[src/rtl/data_check.sv]
// data_check: receive-side frame checker.
// Hunts for a comma word (16'h017C), expects a header (16'h5555), checks
// PRBS_LENGTH PRBS words with a self-synchronising bit checker, then takes
// one tail word (16'hAAAA) and reports a per-frame result.
// Optional feature macro: DATA_CHECK_STATS_EN enables the frames_rx and
// frames_bad cumulative counters. When it is undefined, both ports are
// tied to zero.
module data_check #(
    parameter int PRBS_LENGTH = 8,
    parameter bit INV_PATTERN = 1'b1,
    parameter int POLY_LENGHT = 9,
    parameter int POLY_TAP    = 5
) (
    input  logic        clk,
    input  logic        rst_n,
    input  logic [15:0] data_in,
    input  logic        data_valid,
    output logic        frame_done,
    output logic        frame_ok,
    output logic [9:0]  frame_bit_err,
    output logic        in_frame,
    output logic [15:0] frames_rx,
    output logic [15:0] frames_bad
);

    localparam int CNT_W  = $clog2(PRBS_LENGTH);
    localparam int SEED_W = $clog2(POLY_LENGHT + 1);

    localparam logic [15:0] COMMA_WORD = 16'h017C;
    localparam logic [15:0] HEAD_WORD  = 16'h5555;
    localparam logic [15:0] TAIL_WORD  = 16'hAAAA;

    localparam logic [CNT_W-1:0]  LAST_WORD = CNT_W'(PRBS_LENGTH - 1);
    localparam logic [SEED_W-1:0] SEED_FULL = SEED_W'(POLY_LENGHT);

    typedef enum logic [1:0] {
        ST_HUNT,
        ST_HEAD,
        ST_PRBS,
        ST_TAIL
    } state_t;

    state_t state_q, state_d;

    logic [CNT_W-1:0]       word_cnt_q, word_cnt_d;
    logic [POLY_LENGHT-1:0] hist_q, hist_d;
    logic [SEED_W-1:0]      seed_cnt_q, seed_cnt_d;
    logic [9:0]             acc_q, acc_d;

    logic                   frame_done_q, frame_done_d;
    logic                   frame_ok_q, frame_ok_d;
    logic [9:0]             frame_bit_err_q, frame_bit_err_d;
    logic                   in_frame_q, in_frame_d;

    // Word-wide PRBS checker results
    logic [POLY_LENGHT-1:0] hist_next;
    logic [SEED_W-1:0]      seed_next;
    logic [4:0]             word_errs;
    logic                   rx_bit;
    logic                   exp_bit;
    logic [10:0]            acc_sum;
    logic [9:0]             acc_sat;

    // Walk the 16 bits of the incoming word in time order (bit 15 first);
    // bits are compared against the expected value only once the history
    // has been seeded with POLY_LENGHT received bits of this frame.
    always_comb begin
        hist_next = hist_q;
        seed_next = seed_cnt_q;
        word_errs = '0;
        rx_bit    = 1'b0;
        exp_bit   = 1'b0;
        for (int i = 15; i >= 0; i--) begin
            rx_bit  = data_in[i];
            exp_bit = hist_next[POLY_TAP-1] ^ hist_next[POLY_LENGHT-1] ^ INV_PATTERN;
            if (seed_next == SEED_FULL) begin
                if (rx_bit != exp_bit) begin
                    word_errs = word_errs + 5'd1;
                end
            end else begin
                seed_next = seed_next + SEED_W'(1);
            end
            hist_next = {hist_next[POLY_LENGHT-2:0], rx_bit};
        end
        acc_sum = {1'b0, acc_q} + 11'(word_errs);
        acc_sat = (acc_sum > 11'd1023) ? 10'h3FF : acc_sum[9:0];
    end

    // Frame FSM next-state and registered-output computation; nothing
    // moves on cycles without data_valid, except that frame_done drops.
    always_comb begin
        state_d         = state_q;
        word_cnt_d      = word_cnt_q;
        hist_d          = hist_q;
        seed_cnt_d      = seed_cnt_q;
        acc_d           = acc_q;
        frame_done_d    = 1'b0;
        frame_ok_d      = frame_ok_q;
        frame_bit_err_d = frame_bit_err_q;
        if (data_valid) begin
            case (state_q)
                ST_HUNT: begin
                    if (data_in == COMMA_WORD) begin
                        state_d = ST_HEAD;
                    end
                end
                ST_HEAD: begin
                    if (data_in == HEAD_WORD) begin
                        state_d    = ST_PRBS;
                        word_cnt_d = '0;
                        acc_d      = '0;
                        hist_d     = '0;
                        seed_cnt_d = '0;
                    end else if (data_in != COMMA_WORD) begin
                        state_d = ST_HUNT;
                    end
                end
                ST_PRBS: begin
                    hist_d     = hist_next;
                    seed_cnt_d = seed_next;
                    acc_d      = acc_sat;
                    word_cnt_d = word_cnt_q + CNT_W'(1);
                    if (word_cnt_q == LAST_WORD) begin
                        state_d = ST_TAIL;
                    end
                end
                ST_TAIL: begin
                    state_d         = ST_HUNT;
                    frame_done_d    = 1'b1;
                    frame_ok_d      = (data_in == TAIL_WORD) && (acc_q == 10'd0);
                    frame_bit_err_d = acc_q;
                end
                default: begin
                    state_d = ST_HUNT;
                end
            endcase
        end
        in_frame_d = (state_d != ST_HUNT);
    end

    // State, checker history and frame results register; reset wins over data_valid.
    always_ff @(posedge clk) begin
        if (!rst_n) begin
            state_q         <= ST_HUNT;
            word_cnt_q      <= '0;
            hist_q          <= '0;
            seed_cnt_q      <= '0;
            acc_q           <= '0;
            frame_done_q    <= 1'b0;
            frame_ok_q      <= 1'b0;
            frame_bit_err_q <= '0;
            in_frame_q      <= 1'b0;
        end else begin
            state_q         <= state_d;
            word_cnt_q      <= word_cnt_d;
            hist_q          <= hist_d;
            seed_cnt_q      <= seed_cnt_d;
            acc_q           <= acc_d;
            frame_done_q    <= frame_done_d;
            frame_ok_q      <= frame_ok_d;
            frame_bit_err_q <= frame_bit_err_d;
            in_frame_q      <= in_frame_d;
        end
    end

    assign frame_done    = frame_done_q;
    assign frame_ok      = frame_ok_q;
    assign frame_bit_err = frame_bit_err_q;
    assign in_frame      = in_frame_q;

`ifdef DATA_CHECK_STATS_EN
    logic [15:0] frames_rx_q, frames_rx_d;
    logic [15:0] frames_bad_q, frames_bad_d;

    // Saturating frame counters, stepped on the edge that raises frame_done.
    always_comb begin
        frames_rx_d  = frames_rx_q;
        frames_bad_d = frames_bad_q;
        if (frame_done_d) begin
            if (frames_rx_q != 16'hFFFF) begin
                frames_rx_d = frames_rx_q + 16'd1;
            end
            if (!frame_ok_d && (frames_bad_q != 16'hFFFF)) begin
                frames_bad_d = frames_bad_q + 16'd1;
            end
        end
    end

    // Counter registers.
    always_ff @(posedge clk) begin
        if (!rst_n) begin
            frames_rx_q  <= '0;
            frames_bad_q <= '0;
        end else begin
            frames_rx_q  <= frames_rx_d;
            frames_bad_q <= frames_bad_d;
        end
    end

    assign frames_rx  = frames_rx_q;
    assign frames_bad = frames_bad_q;
`else
    assign frames_rx  = '0;
    assign frames_bad = '0;
`endif

endmodule

[config.mk]
export PLATFORM = sky130hd
export DESIGN_NAME = data_check
export DESIGN_NICKNAME = d
export VERILOG_FILES = /design/src/rtl/data_check.sv
export SDC_FILE = /design/constraint.sdc
export NUM_CORES = 1
export LEC_CHECK = 0
export ABC_AREA = 1
export BUFFER_PORTS_ARGS = -buffer_cell sky130_fd_sc_hd__buf_2
export CORE_ASPECT_RATIO = 1.25
export CORE_MARGIN = 5
export CORE_UTILIZATION = 60
export CTS_CLUSTER_SIZE = 14
export DETAILED_ROUTE_END_ITERATION = 6
export GPL_TIMING_DRIVEN = 0
export PLACE_DENSITY = 0.81
export SYNTH_ARGS = -nofsm -noshare
export SYNTH_HDL_FRONTEND = slang
export SYNTH_SLANG_ARGS = --single-unit
[constraint.sdc]
create_clock -name clk -period 28.5 [get_ports clk]
set_clock_uncertainty 0.15 [all_clocks]
set_input_delay 2.85 -clock clk [delete_from_list [all_inputs] [get_ports clk]]
set_output_delay 2.85 -clock clk [all_outputs]
set_load 0.03 [all_outputs]
==> impl_results.md, run 1 <==
* Slowest-stage cell, CP: dfxtp_1
* CTS tree: done
* Sw Pwr at 83.2 uW
* Layout cell share with drive strength beyond 1 at 0.201
* Max incr delay on CP at 0.41 ns
* Hold buffers post-CTS at 0
* Setup TNS at 0 ns
* Antenna-violating nets left at 0
* HPWL after detailed placement at 12300 um
* Fraction of registers with async set/reset at 0
* # DRC at 0
* # resized after CTS at 0
* Vias/cell at 5.04
* Routability cong. at 0.957
* Worst EP arrival at 15.67 ns
* DIE WIDTH at 104 um
* Adder-cell share of the synthesized area at 0.104
* Compound-Gate Fraction of Synth Area at 0.0918
* Yosys Warn Count at 0
* Register clock-pin slew on the reported worst setup and hold paths at 0.06 ns
* Crit-path max FO at 7
* Clock Root Buffer: clkbuf_16
* Sw Ratio at 0.382
* Largest net degree at the start of global routing at 15
* Final setup vio count at 0
* Average size of a mapped cell at 6.24 um2
* Inserted Diodes at 0
* Lkg Pwr at 0.00392 uW
* Startpoint Class: flop
* Xor and xnor area share after synthesis at 0.0792
* Internal at 135 uW
* Kind of critical path: reg -> reg
* Routed WL at 14700 um
* Final worst path period share at 0.548
* Pwr/cell area at 29.9 mW/mm2
* Via count at 6417
* GRT Total Usage at 0.220
* CTS buffer count at 5
* Die area at 0.0133 mm2
* Post-layout util at 0.663
* Worst EP required at 28.55 ns
* Clk network pwr share at 0.301
* Max Fclk at 0.0640 GHz
* Iter 0 DRT Violations at 305
* H-tree depth at 2
* #FFs+latches synth at 41
* Gr ovfl total at 0
* VDD IR max at 39.3 uV
* Layout net count at 1211
* Min Tclk post-route at 15.62 ns
* Syn-to-layout area delta at 9.18%
* Vias in the first global route at 6070
* Worst setup EP type: flop
* Hold path cells at 2
* R2r worst-path depth at 122
* Post-synthesis simple-gate area fraction at 0.452
* Worst slew pin tran at 0.607 ns
* Wirelength per Cell at 11.5 um
* EDFF count, synth at 0
* Initial antenna violation count at 0
* Ys flop type: dfxtp_1
* I/O pins at 64
* Initial Utilization at 0.608
* Slew headroom at 0.596
* Largest family of logic cells by synthesized area: simple AND/OR/NAND/NOR gates
* Total clock sinks at 41
* Most frequent cells in the layout: nand2_1 (297), inv_1 (164), nand3_1 (76), nor2_1 (68), ha_1 (54)
* CP dominant cell by count: inv_1
* Final hold viol count at 0
* Seq pwr share at 0.263
* Chip height at 128 um
* Post-CTS Setup Inserts at 0
* Core Rows at 43
* Seq/Total Area, Yosys at 0.123
* Mux share of post-synthesis cell area at 0
* Combinational power share at 0.436
* Status: finished clean
* Commonest non-fill, non-tap cell in the layout: nand2_1
* RSZ-0062 raised after global routing: no
* Global-route wire length before repair at 25700 um
* Mapped Area at 0.00667 mm2
* TritonRoute pass-1 iters at 5
* Clk_lat worst skew at 0.28 ns
* Core ar. at 0.0110 mm2
* Number of distinct library cells after synthesis at 48
* Slew Viols, Final at 0
* Syn Inst Count at 1068
* Reg2reg setup slack at 12.88 ns
* Worst hold path type: reg -> reg
* Clk buf depth at 2
* Number of port buffers at 31
* Max Cap Viol at 0
==> worst max-delay path: cells and delay by family, from the launching register on <==
family	cells	cell delay [ns]
compound gates	15	2.19
xor+xnor	1	0.16
fa+ha+maj	18	3.70
buf+inv	35	3.08
flops	1	0.41
simple gates	53	5.83
==> registers in the layout, summed over array words and instances, names as in the netlist, 2 cells and up <==
| name | cells |
|---|---|
| state_q | 2 |
| acc_q | 10 |
| hist_q | 9 |
| frame_bit_err | 10 |
| word_cnt_q | 3 |
| seed_cnt_q | 4 |
==> cell usage after synthesis, types with 6 or more instances <==
master	instances	share of area
a21oi_1	40	0.030
buf_4	32	0.036
clkbuf_1	8	0.0045
dfxtp_1	41	0.12
ha_1	54	0.10
inv_1	164	0.092
inv_2	22	0.012
nand2_1	297	0.17
nand2_2	44	0.041
nand2_4	24	0.041
nand3_1	76	0.057
nand3_2	13	0.020
nand3_4	12	0.032
nand4_1	13	0.012
nor2_1	68	0.038
nor2_2	6	0.0056
o21ai_0	29	0.022
o21ai_1	9	0.0068
o21ai_2	10	0.013
or2_2	6	0.0056
xnor2_1	20	0.026
xor2_1	26	0.034
==> power groups by stage <==
stage / logic, uW / clock network, uW / registers [uW]
CTS: 95.9 / 65.4 / 57.3
detailed placement: 95.1 / 0 / 58.6
floorplan: 79.6 / 0 / 58.6
global route: 109 / 68.0 / 57.3
finish: 95.0 / 65.5 / 57.3
global placement: 93.5 / 0 / 58.6
==> metrics by stage <==
stage | cells | instance area, um2 | hold slack, ns | total power [uW] | setup slack [ns]
3_3_place_gp | 1265 | 7110 | 0.280 | 152 | 13.22
6_report | 1273 | 7280 | 0.292 | 218 | 12.88
4_1_cts | 1273 | 7280 | 0.296 | 219 | 12.92
5_1_grt | 1273 | 7280 | 0.328 | 234 | 11.16
3_5_place_dp | 1265 | 7110 | 0.286 | 154 | 12.98
2_1_floorplan | 1099 | 6780 | 0.282 | 138 | 14.84
==> final cells by class <==
| class | instances | area [um2] |
|---|---|---|
| multi-input combinational | 827 | 4970 |
| fill | 1038 | 3700 |
| sequential | 41 | 821 |
| inverter | 190 | 718 |
| buffer | 41 | 275 |
| tap | 135 | 169 |
| timing repair buffer | 31 | 155 |
| clock buffer | 5 | 125 |
| clock inverter | 3 | 46.3 |
==> metal layers <==
| metal | wire length, um | global-route usage | up-vias | share of wire |
|---|---|---|---|---|
| met4 | 352 | 0.0564 | 0 | 0.024 |
| met5 | 0 | 0 | - | 0 |
| met3 | 591 | 0.0237 | 34 | 0.040 |
| li1 | - | - | 3424 | - |
| met2 | 7510 | 0.431 | 146 | 0.51 |
| met1 | 6230 | 0.251 | 2813 | 0.42 |
==> worst paths after layout <==
path,start,to
hold / removal,frame_bit_err[9],frame_bit_err[9]
setup reg to reg,seed_cnt_q[1],acc_q[1]
setup / recovery,seed_cnt_q[1],acc_q[1]
hold reg to reg,frame_bit_err[9],frame_bit_err[9]
==> cells by family (layout without fill, tap and decap cells) <==
group,count (synthesis),in the layout
xor+xnor,53,53
flops,41,41
other cells,1,32
fa+ha+maj,55,55
compound gates,103,103
simple gates,584,584
buf+inv,231,270
(Power assumes the default switching activity.)
==> inputs of run 2 (changes only) <==
ABC_AREA = 0   (was 1)
clock period = 15.1 ns   (was 28.5 ns; I/O delays follow)
==> run 2 against run 1 <==
Against the previous run:
- largest power group unchanged
- register-to-register slack got worse by 13 ns
- sequential power is 88% higher
- combinational power increased by 86%
- the run now ends with setup timing left
- clock power increased by 110%
- critical path type unchanged
- via count is 19% higher
- sequential share of layout area fell by 1.8 points
- sequential cell count is the same
- worst setup slack worse by 13 ns
- largest cell class unchanged
- critical endpoint is now acc_q[4]
==> impl_results.md, run 2 <==
* Clock Root Buffer: clkbuf_16
* Worst EP arrival at 15.63 ns
* Core ar. at 0.0110 mm2
* Seq pwr share at 0.255
* VDD IR max at 89.1 uV
* Clk network pwr share at 0.325
* Vias/cell at 6.47
* Mapped Area at 0.00669 mm2
* Initial antenna violation count at 0
* H-tree depth at 2
* Final setup vio count at 10
* CTS buffer count at 5
* CTS tree: done
* Most frequent cells in the layout: buf_4 (118), nand2_1 (90), a21oi_1 (57), xnor2_1 (56), nor2_1 (48)
* Lkg Pwr at 0.00364 uW
* Average size of a mapped cell at 7.48 um2
* Commonest non-fill, non-tap cell in the layout: buf_4
* DIE WIDTH at 104 um
* Kind of critical path: reg -> reg
* Wirelength per Cell at 18.6 um
* Slew headroom at 0.416
* Area contributors post-synth: dfxtp_1 (12%), ha_1 (10%), xnor2_1 (7.9%)
* Metal2 WL at 11100 um
* Syn-to-layout area delta at 31.1%
* Iter 0 DRT Violations at 520
* RSZ-0062 raised after global routing: yes
* Multi-input gate area at 0.00624 mm2
* Number of port buffers at 28
* Final hold slack at 0.309 ns
* Met1 WL at 8080 um
* Worst setup EP type: flop
* Fin worst setup slack at -0.465 ns
* Register clock-pin slew on the reported worst setup and hold paths at 0.06 ns
* Number of distinct library cells after synthesis at 92
* Register area at 830 um2
* Pre-CTS WS at -2.30 ns
* Pwr/cell area at 48.2 mW/mm2
* Slew Viols, Final at 0
* Via count at 7616
* #FFs+latches synth at 41
* # DRC at 0
* Yosys top cell area share at 0.123
* Max incr delay on CP at 0.50 ns
* EDFF count, synth at 0
* Max Cap Viol at 0
* Most instantiated library cell after synthesis: nand2_1
* Startpoint Class: flop
* Layout cell share with drive strength beyond 1 at 0.314
* Yosys Warn Count at 0
* Area leader, netlist: dfxtp_1
* Layout net count at 1116
* Gr ovfl total at 0
* Worst slew pin tran at 0.864 ns
* Initial Utilization at 0.606
* Final worst path period share at 1.03
* Final total power at 423 uW
* Max Fclk at 0.0642 GHz
* Combinational power share at 0.420
* Met3 wire length at 1570 um
* Worst hold path type: reg -> reg
* Routed WL at 21900 um
* Ys flop type: dfxtp_1
* Internal at 275 uW
* Clk buf depth at 2
* I/O pins at 64
* CP dominant cell by count: ha_4
* Vias in the first global route at 7398
* Core Rows at 43
* Clk_lat worst skew at 0.28 ns
* HPWL after detailed placement at 14700 um
* Layout fillers at 692
* Fraction of registers with async set/reset at 0
* Failing checks: setup timing
* Area post-placement at 0.00758 mm2
* Sw Ratio at 0.350
* Final hold viol count at 0
* Die area at 0.0134 mm2
* Seq/Total Area, Yosys at 0.123
* Antenna-violating nets left at 0
* Top sig layer: met4
* GRT Total Usage at 0.298
* Slowest-stage cell, CP: or4_4
* Routability cong. at 0.971
* Final non-filler cell area at 0.00877 mm2
* Min Tclk post-route at 15.57 ns
* Inserted Diodes at 0
* Global-route wire length before repair at 34000 um
* Total clock sinks at 41
* Crit-path max FO at 6
* Syn Inst Count at 894
* Chip height at 128 um
* Hold buffers post-CTS at 0
* Commonest cells post-synth: nand2_1 (105), a21oi_1 (67), xnor2_1 (60)
* Largest net degree at the start of global routing at 14
* Sw Pwr at 148 uW
* Status: complete, but fails checks
* TritonRoute pass-1 iters at 5
* Worst EP required at 15.16 ns
## run 2: cell count changes after synthesis, moves of 17 or more
cell,before,now
nand2_1,297,105
nand3_1,76,47
inv_1,164,38
nand2_4,24,1
inv_2,22,5
xnor2_1,20,60
a21oi_1,40,67
nand2_2,44,1
## run 2: worst paths after layout
| check | from | endpoint | slack [ns] | cells past startpoint |
|---|---|---|---|---|
| hold / removal | frame_bit_err[0] | frame_bit_err[0] | 0.31 | 2 |
| hold reg to reg | frame_bit_err[0] | frame_bit_err[0] | 0.31 | 2 |
| setup / recovery | seed_cnt_q[1] | acc_q[4] | -0.47 | 94 |
| setup reg to reg | seed_cnt_q[1] | acc_q[4] | -0.47 | 94 |
## run 2: area by class of cell
cell class | instances | share of cell area
Multi-Input combinational cell | 776 | 0.712
Sequential cell | 41 | 0.0946
Timing Repair Buffer | 114 | 0.0905
Buffer | 61 | 0.0422
Inverter | 43 | 0.0198
Tap cell | 135 | 0.0193
Clock buffer | 5 | 0.0143
Clock inverter | 3 | 0.00742
## run 2: power by group through the flow
stage	clock (uW)	sequential [uW]	combinational, uW
6_report	138	108	177
5_1_grt	144	108	195
4_1_cts	138	108	164
3_5_place_dp	0	110	159
3_3_place_gp	0	110	153
2_1_floorplan	0	110	125
## run 2: cell families after synthesis
logic type,Yosys count,synth area share
AOI/OAI and AO/OA,217,0.228
xor gates and xnor gates,93,0.141
adders and majority gates,55,0.104
buffers and inverters,108,0.0812
DFF,41,0.123
muxes,29,0.0469
other,1,0.000561
and+or+nand+nor,350,0.276
## run 2: stage by stage
| step | utilization | instances | TNS [ns] |
|---|---|---|---|
| 2_1_floorplan | - | 925 | -5.04 |
| 3_3_place_gp | 0.687 | 1088 | -20.03 |
| 6_report | 0.795 | 1178 | -4.01 |
| 3_5_place_dp | 0.687 | 1088 | -22.99 |
| 4_1_cts | 0.765 | 1157 | -0.0151 |
| 5_1_grt | 0.795 | 1178 | -9.82 |
## run 2: critical path: cells and delay by family (launching register included)
kind                       cells  cell delay [ns]
AOI/OAI and AO/OA             19             3.49
xor gates and xnor gates       2             0.40
adders and majority gates     18             3.28
buffers and inverters         14             1.12
DFF                            1             0.36
muxes                          6             1.61
and+or+nand+nor               35             5.03
## run 2: per-layer routing
| metal | track usage | up-vias |
|---|---|---|
| met5 | 0 | - |
| met4 | 0.149 | 0 |
| met3 | 0.0403 | 104 |
| met2 | 0.555 | 422 |
| met1 | 0.329 | 3545 |
| li1 | - | 3545 |
## run 2: repair_timing
item / CTS / global route
gates resized for setup: 46 / 36
endpoints found under the hold margin: 0 / 0
pin swaps: 48 / 48
setup endpoints to repair: 13 / 10
buffers inserted: 63 / 23
==> inputs of run 3 (changes only) <==
CAP_MARGIN = 30   (was unset)
CORE_ASPECT_RATIO = 1.75   (was 1.25)
==> run 3 against run 2 <==
Against the previous run:
- critical endpoint is now acc_q[6]
- sequential share of layout area shrank 0.18 points
- critical path depth decreased by 2
- final area grew 2.0%
- clock-buffer cell count stayed put
- worst hold slack improved by 0.00071 ns
- the flow still finishes with violations (setup timing)
- register-to-register slack worse by 0.41 ns
- global-route usage up 1.1 points
- sequential power is essentially flat
- total power down 5.7%
- via count is 5.6% higher
==> impl_results.md, run 3 (synthesized netlist as in run 2, its figures left out) <==
* Kind of critical path: reg -> reg
* TritonRoute pass-1 iters at 6
* DIE WIDTH at 89.8 um
* Met1 usage at 0.291
* Inserted Diodes at 0
* # DRC at 0
* Fin worst setup slack at -0.879 ns
* CTS buffer count at 5
* Routability cong. at 0.979
* Worst slew pin tran at 0.838 ns
* Worst setup EP type: flop
* Hold path cells at 2
* Chip height at 150 um
* Setup TNS at -7.62 ns
* Lkg Pwr at 0.00372 uW
* Hold path start: frame_bit_err[6]
* RSZ-0062 raised after global routing: yes
* Worst EP required at 15.17 ns
* Core ar. at 0.0110 mm2
* I/O pins at 64
* Crit-path max FO at 7
* Max incr delay on CP at 0.45 ns
* Min Tclk post-route at 15.98 ns
* Fin cells at 1197
* Slew headroom at 0.433
* Met3 usage at 0.0367
* Antenna-violating nets left at 0
* Failing checks: setup timing
* Gr ovfl total at 0
* Commonest non-fill, non-tap cell in the layout: buf_4
* Layout net count at 1138
* M2 GR Usage at 0.592
* CP dominant cell by count: ha_4
* Worst hold path type: reg -> reg
* Worst EP arrival at 16.05 ns
* Core Rows at 51
* Hold EP: frame_bit_err[6]
* GRT Total Usage at 0.309
* Vias in the first global route at 7609
* R2r worst-path depth at 92
* Number of port buffers at 28
* Layout fillers at 686
* Global-route wire length before repair at 35000 um
* Most frequent cells in the layout: buf_4 (138), nand2_1 (86), a21oi_1 (56), xnor2_1 (56), nor2_1 (48)
* Layout cell share with drive strength beyond 1 at 0.334
* Reg2reg end: acc_q[6]
* Final hold slack at 0.310 ns
* H-tree depth at 2
* Iter 0 DRT Violations at 652
* Wirelength per Cell at 20.8 um
* Slowest-stage cell, CP: or3_4
* Final total power at 399 uW
* Max Cap Viol at 0
* Clk buf depth at 2
* Pwr/cell area at 44.6 mW/mm2
* CTS tree: done
* Reg2reg setup slack at -0.88 ns
* Total clock sinks at 41
* Clock Root Buffer: clkbuf_16
* HPWL after detailed placement at 15400 um
* Clk_lat worst skew at 0.29 ns
* Syn-to-layout area delta at 33.7%
* VDD IR max at 98.7 uV
* WP buf/inv at 16
* Startpoint Class: flop
* Initial Utilization at 0.606
* Vias/cell at 6.72
* Final setup vio count at 10
* Placed cell count at 1085
* Final worst path period share at 1.06
* Via count at 8044
* Largest net degree at the start of global routing at 14
* Reg-to-Reg Start: seed_cnt_q[1]
* Initial antenna violation count at 0
* Post-layout util at 0.810
* Die area at 0.0134 mm2
* Final hold viol count at 0
* Grt peak-use layer: met2
* Slew Viols, Final at 0
* Top cell family by delay on the critical path: simple AND/OR/NAND/NOR gates
* Routed WL at 24900 um
* Register clock-pin slew on the reported worst setup and hold paths at 0.06 ns
* Max Fclk at 0.0626 GHz
* Status: complete, but fails checks
run 3: stage by stage:
step / setup WS [ns] / instance area, um2
2_1_floorplan: -0.597 / 7270
3_3_place_gp: -2.22 / 7570
3_5_place_dp: -2.44 / 7570
4_1_cts: 0.00516 / 8510
5_1_grt: -1.48 / 8940
6_report: -0.879 / 8940
run 3: routing by layer:
layer / vias up / wire, um / share of wire
met5: - / 0 / 0
met4: 0 / 2350 / 0.094
met1: 3686 / 8120 / 0.33
met3: 217 / 1670 / 0.067
li1: 3584 / - / -
met2: 557 / 12700 / 0.51
run 3: where the power goes:
part	total [uW]	internal (uW)	switching [uW]	leakage (uW)
combinational	188	77.2	111	0.00332
clock	103	60.6	42.5	0.0000712
sequential	108	108	0.0000639	0.000332
run 3: worst max-delay path by stage:
stage	startpoint	to	depth (start not counted)
after CTS	seed_cnt_q[1]	acc_q[5]	95
after detailed placement	seed_cnt_q[2]	acc_q[5]	91
after global placement	seed_cnt_q[2]	acc_q[7]	88
after global routing	seed_cnt_q[1]	acc_q[6]	90
after floorplan	seed_cnt_q[1]	acc_q[5]	97
final	seed_cnt_q[1]	acc_q[6]	92
run 3: what timing repair did:
action	in CTS	in global routing
cloned	0	0
setup endpoints to repair	13	10
hold buffers	0	0
pin swaps	45	51
setup buffers	77	31
gates resized for setup	47	52
endpoints found under the hold margin	0	0
run 3: tightest hold or removal path: stages (launching register included):
cell	delay (ns)
dfxtp_1	0.31
nand2_1	0.05
a21oi_1	0.05
run 3: final cells by class:
type | instances | area (um2) | area share
Inverter | 43 | 174 | 0.0195
Multi-Input combinational cell | 776 | 6290 | 0.704
Buffer | 61 | 370 | 0.0414
Tap cell | 132 | 165 | 0.0185
Clock inverter | 3 | 17.5 | 0.00196
Clock buffer | 5 | 125 | 0.0140
Timing Repair Buffer | 136 | 966 | 0.108
Sequential cell | 41 | 830 | 0.0928
